`src/rtl/wsg_ctl_pkg.sv`:
```
// Shared constants, FSM state type and address helper for the WSG write arbiter.
package wsg_ctl_pkg;

   localparam int NUM_CH = 8;
   localparam logic [2:0] VOL_REG = 3'h3;
   localparam int WSG_AW = 6;
   localparam int WSG_DW = 8;

   typedef enum logic [1:0] {IDLE, GAP, SWEEP} wsg_state_e;

   function automatic logic [WSG_AW-1:0] vol_addr(input logic [2:0] ch);
      return {ch, VOL_REG};
   endfunction

endpackage

```
`src/rtl/wsg_req_fifo.sv`:
```
// Per-requester synchronous FIFO, first-word fall-through, with sticky overflow flag.
module wsg_req_fifo
   import wsg_ctl_pkg::*;
#(
   parameter int DEPTH  = 4,
   parameter int DATA_W = WSG_AW + WSG_DW
) (
   input  logic              CLK24M,
   input  logic              RST_N,
   input  logic              push,
   input  logic [DATA_W-1:0] din,
   input  logic              pop,
   output logic [DATA_W-1:0] dout,
   output logic              full,
   output logic              empty,
   output logic              ovf
);

   localparam int PW = $clog2(DEPTH);
   localparam int CW = PW + 1;

   logic [PW-1:0]     wr_ptr;
   logic [PW-1:0]     rd_ptr;
   logic [CW-1:0]     count;
   logic [DATA_W-1:0] mem [DEPTH];
   logic              push_ok;
   logic              pop_ok;

   // Full is the registered-count view: a push against a full FIFO is lost even if a pop frees a slot this cycle.
   assign full    = (count == CW'(DEPTH));
   assign empty   = (count == '0);
   assign push_ok = push && !full;
   assign pop_ok  = pop && !empty;
   assign dout    = mem[rd_ptr];

   always_ff @(posedge CLK24M) begin
      if (!RST_N) begin
         wr_ptr <= '0;
         rd_ptr <= '0;
         count  <= '0;
         ovf    <= 1'b0;
      end else begin
         if (push_ok) wr_ptr <= wr_ptr + 1'b1;
         if (pop_ok)  rd_ptr <= rd_ptr + 1'b1;
         case ({push_ok, pop_ok})
            2'b10:   count <= count + 1'b1;
            2'b01:   count <= count - 1'b1;
            default: count <= count;
         endcase
         if (push && full) ovf <= 1'b1;
      end
   end

   always_ff @(posedge CLK24M) begin
      if (push_ok) mem[wr_ptr] <= din;
   end

endmodule

```
`src/rtl/wsg_wr_arbiter.sv`:
```
// Round-robin arbiter sharing the WSG register write port between two buffered requesters,
// with a MUTE-triggered volume sweep. Optional shadow readback when WSG_WR_SHADOW_EN is defined.
module wsg_wr_arbiter
   import wsg_ctl_pkg::*;
#(
   parameter int FIFO_DEPTH = 4,
   parameter int WR_GAP     = 1
) (
   input  logic       CLK24M,
   input  logic       RST_N,
   input  logic       A_REQ,
   input  logic [5:0] A_ADDR,
   input  logic [7:0] A_DATA,
   output logic       A_FULL,
   output logic       A_OVF,
   input  logic       B_REQ,
   input  logic [5:0] B_ADDR,
   input  logic [7:0] B_DATA,
   output logic       B_FULL,
   output logic       B_OVF,
   input  logic       MUTE,
`ifdef WSG_WR_SHADOW_EN
   input  logic [5:0] RD_ADDR,
   output logic [7:0] RD_DATA,
`endif
   output logic [5:0] WSG_ADDR,
   output logic [7:0] WSG_DATA,
   output logic       WSG_WE
);

   localparam int EW    = WSG_AW + WSG_DW;
   localparam int GAP_W = (WR_GAP > 0) ? $clog2(WR_GAP + 1) : 1;
   localparam logic [GAP_W-1:0] GAP_FULL = GAP_W'(WR_GAP);
   localparam logic [GAP_W-1:0] GAP_LAST = GAP_W'((WR_GAP > 0) ? WR_GAP - 1 : 0);
   localparam logic [2:0]       LAST_CH  = 3'(NUM_CH - 1);

   logic [EW-1:0]     a_dout;
   logic [EW-1:0]     b_dout;
   logic              a_empty;
   logic              b_empty;
   logic              pop_a;
   logic              pop_b;

   wsg_state_e        state;
   logic [GAP_W-1:0]  gap_cnt;
   logic [2:0]        sweep_ch;
   logic              sweep_pend;
   logic              prefer_b;
   logic              mute_q;

   logic              mute_rise;
   logic              sweep_req;
   logic              issue;
   logic              grant_b;
   logic [EW-1:0]     entry;
   logic              drop_vol;
   logic              sweep_wr;
   logic              wr_go;
   logic [WSG_AW-1:0] wr_addr;
   logic [WSG_DW-1:0] wr_data;

   wsg_req_fifo #(.DEPTH(FIFO_DEPTH), .DATA_W(EW)) u_fifo_a (
      .CLK24M (CLK24M),
      .RST_N  (RST_N),
      .push   (A_REQ),
      .din    ({A_ADDR, A_DATA}),
      .pop    (pop_a),
      .dout   (a_dout),
      .full   (A_FULL),
      .empty  (a_empty),
      .ovf    (A_OVF)
   );

   wsg_req_fifo #(.DEPTH(FIFO_DEPTH), .DATA_W(EW)) u_fifo_b (
      .CLK24M (CLK24M),
      .RST_N  (RST_N),
      .push   (B_REQ),
      .din    ({B_ADDR, B_DATA}),
      .pop    (pop_b),
      .dout   (b_dout),
      .full   (B_FULL),
      .empty  (b_empty),
      .ovf    (B_OVF)
   );

   // A pending sweep outranks queued traffic; while muted, volume writes are consumed silently.
   always_comb begin
      mute_rise = MUTE && !mute_q;
      sweep_req = mute_rise || sweep_pend;
      issue     = (state == IDLE) && !sweep_req && (!a_empty || !b_empty);
      grant_b   = !b_empty && (a_empty || prefer_b);
      pop_a     = issue && !grant_b;
      pop_b     = issue && grant_b;
      entry     = grant_b ? b_dout : a_dout;
      drop_vol  = MUTE && (entry[WSG_DW +: 3] == VOL_REG);
      sweep_wr  = ((state == IDLE) && sweep_req) || ((state == SWEEP) && (gap_cnt == '0));
      wr_go     = sweep_wr || (issue && !drop_vol);
      wr_addr   = entry[EW-1:WSG_DW];
      wr_data   = entry[WSG_DW-1:0];
      if (sweep_wr) begin
         wr_addr = vol_addr((state == IDLE) ? 3'd0 : sweep_ch);
         wr_data = '0;
      end
   end

   always_ff @(posedge CLK24M) begin
      if (!RST_N) begin
         state      <= IDLE;
         gap_cnt    <= '0;
         sweep_ch   <= '0;
         sweep_pend <= 1'b0;
         prefer_b   <= 1'b0;
         mute_q     <= MUTE;
         WSG_WE     <= 1'b0;
         WSG_ADDR   <= '0;
         WSG_DATA   <= '0;
      end else begin
         mute_q <= MUTE;
         WSG_WE <= wr_go;
         if (wr_go) begin
            WSG_ADDR <= wr_addr;
            WSG_DATA <= wr_data;
         end
         if (mute_rise && state != SWEEP) sweep_pend <= 1'b1;
         case (state)
            IDLE: begin
               if (sweep_req) begin
                  sweep_pend <= 1'b0;
                  sweep_ch   <= 3'd1;
                  gap_cnt    <= GAP_FULL;
                  state      <= SWEEP;
               end else if (issue) begin
                  prefer_b <= !grant_b;
                  if (!drop_vol && WR_GAP > 0) begin
                     gap_cnt <= GAP_LAST;
                     state   <= GAP;
                  end
               end
            end
            GAP: begin
               if (gap_cnt == '0) state <= IDLE;
               else               gap_cnt <= gap_cnt - 1'b1;
            end
            SWEEP: begin
               if (gap_cnt != '0) begin
                  gap_cnt <= gap_cnt - 1'b1;
               end else begin
                  sweep_ch <= sweep_ch + 1'b1;
                  gap_cnt  <= GAP_FULL;
                  if (sweep_ch == LAST_CH) begin
                     if (WR_GAP > 0) begin
                        gap_cnt <= GAP_LAST;
                        state   <= GAP;
                     end else begin
                        state <= IDLE;
                     end
                  end
               end
            end
            default: state <= IDLE;
         endcase
      end
   end

`ifdef WSG_WR_SHADOW_EN
   logic [WSG_DW-1:0] shadow [64];

   // Readback returns the pre-write value when read and write hit the same address together.
   always_ff @(posedge CLK24M) begin
      if (!RST_N) begin
         for (int i = 0; i < 64; i++) shadow[i] <= '0;
         RD_DATA <= '0;
      end else begin
         if (wr_go) shadow[wr_addr] <= wr_data;
         RD_DATA <= shadow[RD_ADDR];
      end
   end
`endif

endmodule

```
`config.mk`:
```
export PLATFORM = sky130hd
export DESIGN_NAME = wsg_wr_arbiter
export DESIGN_NICKNAME = d
export VERILOG_FILES = /design/src/rtl/wsg_ctl_pkg.sv /design/src/rtl/wsg_req_fifo.sv /design/src/rtl/wsg_wr_arbiter.sv
export SDC_FILE = /design/constraint.sdc
export NUM_CORES = 1
export LEC_CHECK = 0
export ABC_CLOCK_PERIOD_IN_PS = 3500
export BUFFER_PORTS_ARGS = -buffer_cell sky130_fd_sc_hd__buf_2
export CELL_PAD_IN_SITES_DETAIL_PLACEMENT = 1
export CELL_PAD_IN_SITES_GLOBAL_PLACEMENT = 2
export CORE_UTILIZATION = 43
export CTS_BUF_LIST = sky130_fd_sc_hd__clkbuf_16
export DETAILED_ROUTE_END_ITERATION = 6
export GPL_TIMING_DRIVEN = 0
export HOLD_SLACK_MARGIN = 0.12
export MAX_ROUTING_LAYER = met4
export PLACE_DENSITY = 0.76
export SLEW_MARGIN = 30
export SYNTH_ARGS = -nofsm -noshare
export SYNTH_HDL_FRONTEND = slang
export SYNTH_SLANG_ARGS = --single-unit
```
`constraint.sdc`:
```
create_clock -name CLK24M -period 3.5 [get_ports CLK24M]
set_input_delay 0.35 -clock CLK24M [delete_from_list [all_inputs] [get_ports CLK24M]]
set_output_delay 0.35 -clock CLK24M [all_outputs]
set_load 0.02 [all_outputs]
```
==> flow_results.org, run 1 <==
** Run status
- The run finished with clean final reports.

** Floorplan
- Die Ht :: about 120 um
- In this run the core area contains 43 standard-cell rows.
- The total area inside the core boundary comes to 0.01404 sq mm.
- Starting utilization of the core area :: 44.72%
- Die width :: between 100 and 150 um
- Floorplan die area :: 0.01509 sq mm
- Top Ports :: 52

** Timing
- The number of pins with negative max-slew slack in the final report was 0.
- Once routing completed, OpenROAD measured the worst setup slack at around 400 ps.
- The final count of hold timing violations was 0.
- Headroom to the max-slew limit came out at 46.80%.
- Part of the cycle the worst path needs :: between 80% and 90%
- Final TNS setup :: 0 ps
- Timing would allow up to about 320 MHz.
- Setup repair after global routing left no endpoint under its margin.
- At the pin with the least slew margin, the transition time is 797.9 ps.
- Subtracting the final worst setup slack from the clock period gives 3105 ps.
- Setup violations remaining at the end of the flow were counted as 0.
- Hold is met by approximately 140 ps.
- Setup skew after layout :: 8.356 ps

** Power
- For this design the total switching power over the nets is 1919 uW.
- Relative contribution of the clock network to total power :: 29.9%
- Sw Ratio :: between 30% and 40%
- For this design the static power due to leakage is between 0.002 and 0.003 uW.
- Power density of the placed cells :: 809.9 mW/mm^2
- Registers are responsible for 40.5% of the overall power.
- Part of the total power dissipated in combinational logic :: 29.6%
- Across the VDD grid, the largest voltage drop is 393.1 uV.
- Internal power comes to 4025 uW.

** Layout
- After filler insertion, the fill cell instance count of the layout stands at around 1,400.
- From synthesis to final layout, the design area changed by 16.88%.
- Number of nets in the layout :: around 520
- 0 antenna diodes ended up in the layout.
- Share of cells above drive strength 1 :: 25.52%
- Final cell count without fillers :: 658

** Routing
- Vias :: between 3,000 and 4,000
- In the routed layout, each cell is associated on average with a via count of 5.310.
- First-pass iteration count of the detailed router :: 4
- After the first detailed-routing iteration, the DRC count stood at around 190.
- Antenna Violating Nets Remaining :: 0
- In the final routed layout, each cell accounts on average for 19.38 um.
- For this run, design rule violations remaining after detail routing come to 0.
- Overall routed net length :: 12,750 um

** Global route
- Pin count of the biggest net entering global routing :: 17
- The first global-routing pass estimated 20,270 um of wire.
- Tot GR Track Use :: 19.45%
- The via count of the first global-routing pass came to around 3,700.
- Summed over all layers, the global routing overflow is 0.
- The initial antenna violation count came to 0.

** Synthesis
- Netlist Area Pre-Place :: 0.006280 sq mm
- EDFF count, synth :: 112
- Counting every instance in the synthesized netlist gives 396.
- Primary flip-flop cell chosen by synthesis mapping :: edfxtp_1
- Synthesis instantiated 43 different standard cells from the library.
- Flip-flop and latch count after synthesis :: 156
- Ranking of synthesized cells by instance count :: 112 x edfxtp_1, 44 x dfxtp_1, 28 x mux4_2
- Sequential cells were found to cover between 60% and 70% of the synthesized design area.
- Summed over its instances, the top area cell type makes up 53.56% of the synthesized netlist area.
- After synthesis, the mean cell area works out to about 16 sq um.
- Synthesis produced a netlist with a net count of 447.
- Main area contributors after synthesis :: edfxtp_1 54%, dfxtp_1 14%, mux4_2 10%, ha_1 3.2%, mux2i_1 2.2%
- Async set-reset flop share out of synthesis :: 0%
- edfxtp_1 takes more of the synthesized area than any other cell.
- During synthesis, Yosys emitted a total of 0 warnings.
- Cell with the most instances after synthesis :: edfxtp_1

** Setup path
- For this run, the slowest stage of the critical path takes approximately 380 ps.
- Cell class contributing the biggest share of worst-path delay :: adder cells
- Critical Path End Type :: flip-flop
- Cell chain of the critical path :: inv_1 > ha_1 > inv_1 > a211o_1 > a21oi_2 > and2_1 > ha_1 > inv_1 > fa_1 > xor2_1 > or3_1 > a21oi_1
- Counting both buffers and inverters, the worst setup path holds a total of 3.
- Maximum net fanout on the critical path :: 8
- The slowest stage of the critical path is the fa_1 cell.
- Critical path's most frequent cell :: inv_1
- STA classifies the critical path startpoint as a flip-flop.
- Data on the critical path arrives at its endpoint at 3440 ps.
- Data on the critical path is required at its endpoint by about 3800 ps.
- Type of the worst setup path :: flip-flop to flip-flop

** Clock network
- CTS tree :: yes
- No sink is reached through more buffers than the 2 on the longest clock path.
- Clock transition at the registers of the reported paths :: 60 ps
- The H-tree generated during clock tree synthesis spans 4 levels.
- The root buffer cell chosen for the clock tree is clkbuf_16.
- The number of setup buffers added after CTS is 0.
- Clock tree synthesis found a total of 156 sinks.
- CTS Buf Count :: 17
- At the later pin of the worst-skew pair, clock insertion delay measures 420 ps.

** Worst hold path
- The worst hold path belongs to the class primary input to flip-flop.

** Placement
- Input and output buffers added on the ports amount to 50.
- Routability-driven placement finished with a final weighted congestion of ~0.77.
- Placed insts :: 626
- HPWL after detailed placement :: about 9000 um
- Pre-CTS setup slack :: about 320 ps

** Run
- Max-cap violations in this run came to 0.
==> power by group through the flow <==
stage / sequential [uW] / combinational [uW] / clock [uW]
after detailed placement: 2450 / 1760 / 0
after CTS: 2410 / 1780 / 1820
after global routing: 2440 / 1940 / 1880
after global placement: 2430 / 1730 / 0
after floorplan: 2490 / 1200 / 0
final: 2410 / 1760 / 1780
==> cells in the final DEF, fill, tap and decap left out, types with 6 or more instances in the layout <==
cell type	n
a211oi_1	7
ha_1	16
dfxtp_1	44
inv_1	21
mux4_2	28
and3_1	8
o21ai_0	9
nor2_1	25
nor3_1	10
clkbuf_1	6
a21oi_1	15
or3_1	6
clkbuf_16	17
buf_2	53
xor2_1	6
nand2_1	20
edfxtp_1	112
mux2i_1	14
==> cell families after synthesis <==
group	synth area share (%)
buffers and inverters	2.690
and+or+nand+nor	6.256
xor gates and xnor gates	1.395
AOI/OAI and AO/OA	5.738
DFF	67.58
muxes	12.51
adders and majority gates	3.825
==> layer usage <==
layer	global-route usage, %	part of all wire (%)	up-vias
met3	4.833	3.9	11
met5	-	0	-
met2	29.78	48	74
met4	6.174	1.1	0
li1	-	-	1644
met1	25.51	47	1765
==> repair_timing <==
item | in CTS | in global routing
hold buffers | 1 | 0
setup endpoints to repair | 0 | 1
hold endpoints to repair | 4 | 0
resized for setup | 0 | 1
==> state kept, by name, indices dropped and copies added (netlist names), named ones only <==
register,cells
u_fifo_a.mem,56
WSG_ADDR,6
WSG_DATA,8
u_fifo_b.wr_ptr,2
mute_q,1
u_fifo_a.rd_ptr,2
sweep_ch,3
u_fifo_b.count,3
u_fifo_b.rd_ptr,2
u_fifo_a.ovf,1
u_fifo_a.wr_ptr,2
u_fifo_b.ovf,1
sweep_pend,1
gap_cnt,1
u_fifo_a.count,3
WSG_WE,1
u_fifo_b.mem,56
prefer_b,1
state,2
==> area by class of cell <==
class / count / area (sq um) / share of cell area [%]
Buffer: 14 / 90.09 / 1.227
Clock buffer: 17 / 425.4 / 5.796
Clock inverter: 14 / 145.1 / 1.977
Inverter: 21 / 78.83 / 1.074
Multi-Input combinational cell: 205 / 1871 / 25.49
Sequential cell: 156 / 4244 / 57.82
Tap cell: 180 / 225.2 / 3.069
Timing Repair Buffer: 51 / 260.3 / 3.546
==> stage by stage <==
stage	total power [uW]	utilization, %	instance area [sq um]
finish	5944	52.27	7340
global route	6258	52.27	7340
CTS	6009	52.24	7336
detailed placement	4209	48.11	6755
global placement	4150	48.11	6755
floorplan	3685	-	6280
==> final timing paths <==
kind,end,slack [ps],cells past startpoint,start
setup / recovery,u_fifo_a.count[2],400,12,state[0]
hold / removal,u_fifo_a.mem[0][11],140,1,A_ADDR[3]
setup reg to reg,u_fifo_a.count[2],400,12,state[0]
hold reg to reg,u_fifo_a.ovf,480,2,u_fifo_a.ovf
Power figures use the tool's default switching activity.
==> inputs of run 2 (changes only) <==
--- a/config.mk
+++ b/config.mk
@@ -5,12 +5,14 @@
 export SDC_FILE = /design/constraint.sdc
 export NUM_CORES = 1
 export LEC_CHECK = 0
+export ABC_AREA = 1
 export ABC_CLOCK_PERIOD_IN_PS = 3500
 export BUFFER_PORTS_ARGS = -buffer_cell sky130_fd_sc_hd__buf_2
 export CELL_PAD_IN_SITES_DETAIL_PLACEMENT = 1
 export CELL_PAD_IN_SITES_GLOBAL_PLACEMENT = 2
-export CORE_UTILIZATION = 43
+export CORE_UTILIZATION = 39
 export CTS_BUF_LIST = sky130_fd_sc_hd__clkbuf_16
+export CTS_CLUSTER_SIZE = 14
 export DETAILED_ROUTE_END_ITERATION = 6
 export GPL_TIMING_DRIVEN = 0
 export HOLD_SLACK_MARGIN = 0.12
==> run 2 against run 1 <==
Cell count is 36% higher. Largest power group unchanged. Sequential share of layout area is 2.3 points lower. Cell area up 4.2%. Via count up 30%. Clock power about the same. Maximum frequency increased by 14%. Worst setup slack improved by 380 ps. Critical path depth rose by 2. Non-clock buffer count is 14 higher. Largest cell class unchanged. Register-to-register slack better by 420 ps. Combinational power up 36%.
==> flow_results.org, run 2 <==
** Run status
- Status :: finished, final reports clean

** Power
- IR analysis of the VDD net gives a maximum drop of 479.8 uV.
- Power density of the placed cells :: 863.5 mW/mm^2
- Static leakage :: 0.002964 uW

** Clock network
- In this run, CTS created clock tree buffers numbering 17.
- In this run, post-CTS hold repair placed 3 buffers.
- In this run the deepest clock path goes through 2 buffers.
- Postcts setup bufs :: 0
- The tree built by TritonCTS fans out to around 160 sinks.
- TritonCTS built the clock tree.
- Post-CTS repair changed the size of 0 cells.
- Clock-pin slew was measured on the worst setup and hold paths at 60 ps.
- The clock reaches the later pin of the worst-skew pair after between 400 and 500 ps.
- The cell sitting at the root of the clock tree is a clkbuf_16.
- Count of H-tree levels built during CTS :: 4

** Routing
- Summing over every cut layer, the via total after detailed routing is 4,533.
- Overall routed net length :: around 15,000 um
- Antenna Violating Nets Remaining :: 0
- Dividing the detail-routed wire length by the instance count gives 17.22 um.
- Met2 WL :: roughly 7500 um
- Dividing the detail-routed via count by the number of cells gives 5.054.
- Summed over all nets, wire length on met3 after detailed routing comes to 492 um.
- The first TritonRoute pass finished after 4 iterations.
- The first routing iteration left 204 violations.
- WL met1 :: 7188 um
- Top layer reached by signal wires :: met4
- Post-detailed-route DRC marker count :: 0

** Synthesis
- Primary flip-flop cell chosen by synthesis mapping :: edfxtp_1
- Sequential elements use 65.92% of the synthesized area.
- Mapped Avg Cell Area :: 10.89 sq um
- The cell area that synthesis handed to floorplanning was 0.006439 sq mm.
- Yosys mapped a number of flops with a built-in enable equal to 112.
- Summed over all instances, the cell type with the most area after synthesis is edfxtp_1.
- Post-synth top area share :: 52.23%
- Yosys instantiated no cell more often than edfxtp_1.
- In the post-synthesis netlist, the biggest area contributors are edfxtp_1 52%, dfxtp_1 14%, nand2_1 5.5%, nor2_1 4.5%, o21ai_0 4.4%.
- Post-Syn Nets :: 642
- After technology mapping, the gate count stands at 591.
- Async set-reset flop share out of synthesis :: 0%
- The number of different library cells used by synthesis comes to 34.
- The commonest cells after synthesis are 112 x edfxtp_1, 95 x nand2_1, 77 x nor2_1.
- In this run, synthesis produced a sequential element count of 156.
- For this run, the number of Yosys warnings is 0.

** Run
- Max cap viols :: 0

** Layout
- Number of antenna repair diodes :: 0
- The largest registers in the layout are u_fifo_a.mem (56), u_fifo_b.mem (56), WSG_DATA (8).
- After routing the design area is 0.007649 sq mm.
- Number of nets in the layout :: 719
- The post-route netlist has 18.06% of its cells at a drive strength greater than 1.
- Most common cell after layout, fill and taps aside :: edfxtp_1
- Fill cell total of the finished layout :: 1,816
- Compared with the post-synthesis result, the final layout area differs by 18.79%.
- Most frequent cells in the layout :: 112 x edfxtp_1, 95 x nand2_1, 69 x nor2_1, 57 x buf_2, 56 x o21ai_0

** Setup path
- For the worst setup path, the data required time is 3810 ps.
- Signal arrival time at the worst endpoint :: ~3000 ps
- For this run, the slowest stage of the critical path takes 530 ps.
- The most critical setup path has its startpoint at MUTE.
- Critical Path End Type :: flip-flop
- Among the stages of the critical path, the cell type that occurs most often is inv_1.
- For this design, the slowest cell found on the critical path is dlygate4sd3_1.
- The signal on the critical path passes through dlygate4sd3_1 > buf_2 > inv_1 > o21ai_1 > nor2_1 > inv_1 > nor3_2 > ha_1 > inv_1 > fa_1 > a21oi_1 > o21ai_0 > o21ai_0 > a21oi_1.
- The cell family contributing the most delay on the critical path is buffers and inverters.
- Type of the worst setup path :: primary input to flip-flop
- Counting both buffers and inverters, the worst setup path holds a total of 5.
- Startpoint of the worst-slack reg-to-reg timing path :: state[1]
- Kind of start point of the critical path :: primary input
- Maximum net fanout on the critical path :: 6

** Timing
- The final count of hold timing violations came to 0.
- Setup repair after global routing left no endpoint under its margin.
- Part of the cycle the worst path needs :: 77.93%
- Setup skew after layout :: 6.498 ps
- The number of pins with negative max-slew slack in the final report was 0.
- Worst max-slew margin expressed relative to the limit :: about 40%
- Max Fclk :: between 300 and 400 MHz
- Final TNS setup :: 0 ps
- Number of failing setup endpoints in the final timing report :: 0
- Final period demand of the worst path :: 2728 ps
- For the pin with the worst max-slew slack, the measured transition is 898.8 ps.

** Floorplan
- After floorplanning, the core was divided into between 40 and 50 placement rows.
- Area of the placeable core :: roughly 0.016 sq mm
- Die width :: 130.5 um
- The die covers 0.01703 sq mm.
- 52 I/O pins were placed.
- Starting utilization of the core area :: 40.24%
- Die Ht :: about 130 um

** Placement
- Number of input and output port buffers inserted :: 50
- In this run the cell area measured after placement is between 0.007 and 0.008 sq mm.
- GP Congestion :: around 0.75
- HPWL after detailed placement :: 10,910 um

** Global route
- The via count of the first global-routing pass came to around 4,700.
- Tot GR Track Use :: 20.32%
- Entering global routing, the biggest net connects 17 pins.
- Grt ovf :: 0
- First-pass GRT wire length :: 24,270 um
- The initial antenna violation count came to 0.

** Worst hold path
- The tightest min-delay check is of the primary input to flip-flop type.
- Hold path startpoint :: B_ADDR[2]
-- run 2: cell count changes in the layout (fill, tap and decap cells not counted), sizes merged, moves of 21 or more --
cell and change:
nor2 +55, nand2 +82, mux4 -28, o21ai +56, inv +32, nand3 +22
a21oi +21
-- run 2: power by group --
part / total [uW] / internal [uW] / switching (uW)
clock network: 1790 / 1050 / 743
registers: 2410 / 2270 / 136
logic: 2400 / 758 / 1640
total: 6600 / 4080 / 2520
-- run 2: metrics by stage --
step	cells	hold slack [ps]	total power [uW]	util [%]	setup WS [ps]
final	897	141.6	6605	47.80	772.4
after global routing	897	125.2	7045	47.80	423.5
after CTS	897	121.1	6687	47.80	769.5
after detailed placement	862	443.5	4871	44.03	851.5
after global placement	857	434.6	4770	43.49	911.2
after floorplan	591	377.7	4091	-	1148
-- run 2: cell families (layout without fill, tap and decap cells) --
family | count (synthesis) | count (layout) | synth area share [%]
buffers and inverters | 71 | 161 | 4.683
AND/OR/NAND/NOR | 214 | 214 | 14.17
adder cells (fa/ha/maj) | 18 | 18 | 3.731
AO/OA/AOI/OAI | 132 | 132 | 11.50
flip-flops | 156 | 156 | 65.92
-- run 2: path summary, 6_finish.rpt --
| path | slack [ps] | depth (start not counted) | end |
|---|---|---|---|
| worst max-delay path | 770 | 14 | u_fifo_a.count[2] |
| worst min-delay path | 140 | 1 | u_fifo_b.mem[1][10] |
| worst max register to register | 820 | 13 | u_fifo_a.count[2] |
| worst min register to register | 450 | 2 | u_fifo_b.ovf |
-- run 2: metal layers --
metal	up-vias	track usage, %
met5	-	-
met4	0	7.843
met3	25	4.194
met2	75	33.55
met1	2225	24.47
li1	2208	-
-- run 2: final cells by class --
type                       count  area, sq um  area share [%]
inverter                      50        187.7           2.454
clock buffer                  17        425.4           5.562
buffer                        21        113.9           1.489
tap                          216        270.3           3.533
clock inverter                15        148.9           1.947
timing repair buffer          58        340.3           4.450
multi-input combinational    364         1918           25.08
sequential                   156         4244           55.49
-- run 2: worst reg2reg max path, stage by stage, from the launching register on --
cell,delay [ps]
dfxtp_1,340
inv_1,100
ha_1,170
inv_1,110
nor2_1,150
inv_1,150
nor3_2,390
ha_1,210
inv_1,70
fa_1,390
a21oi_1,150
o21ai_0,120
o21ai_0,180
a21oi_1,50
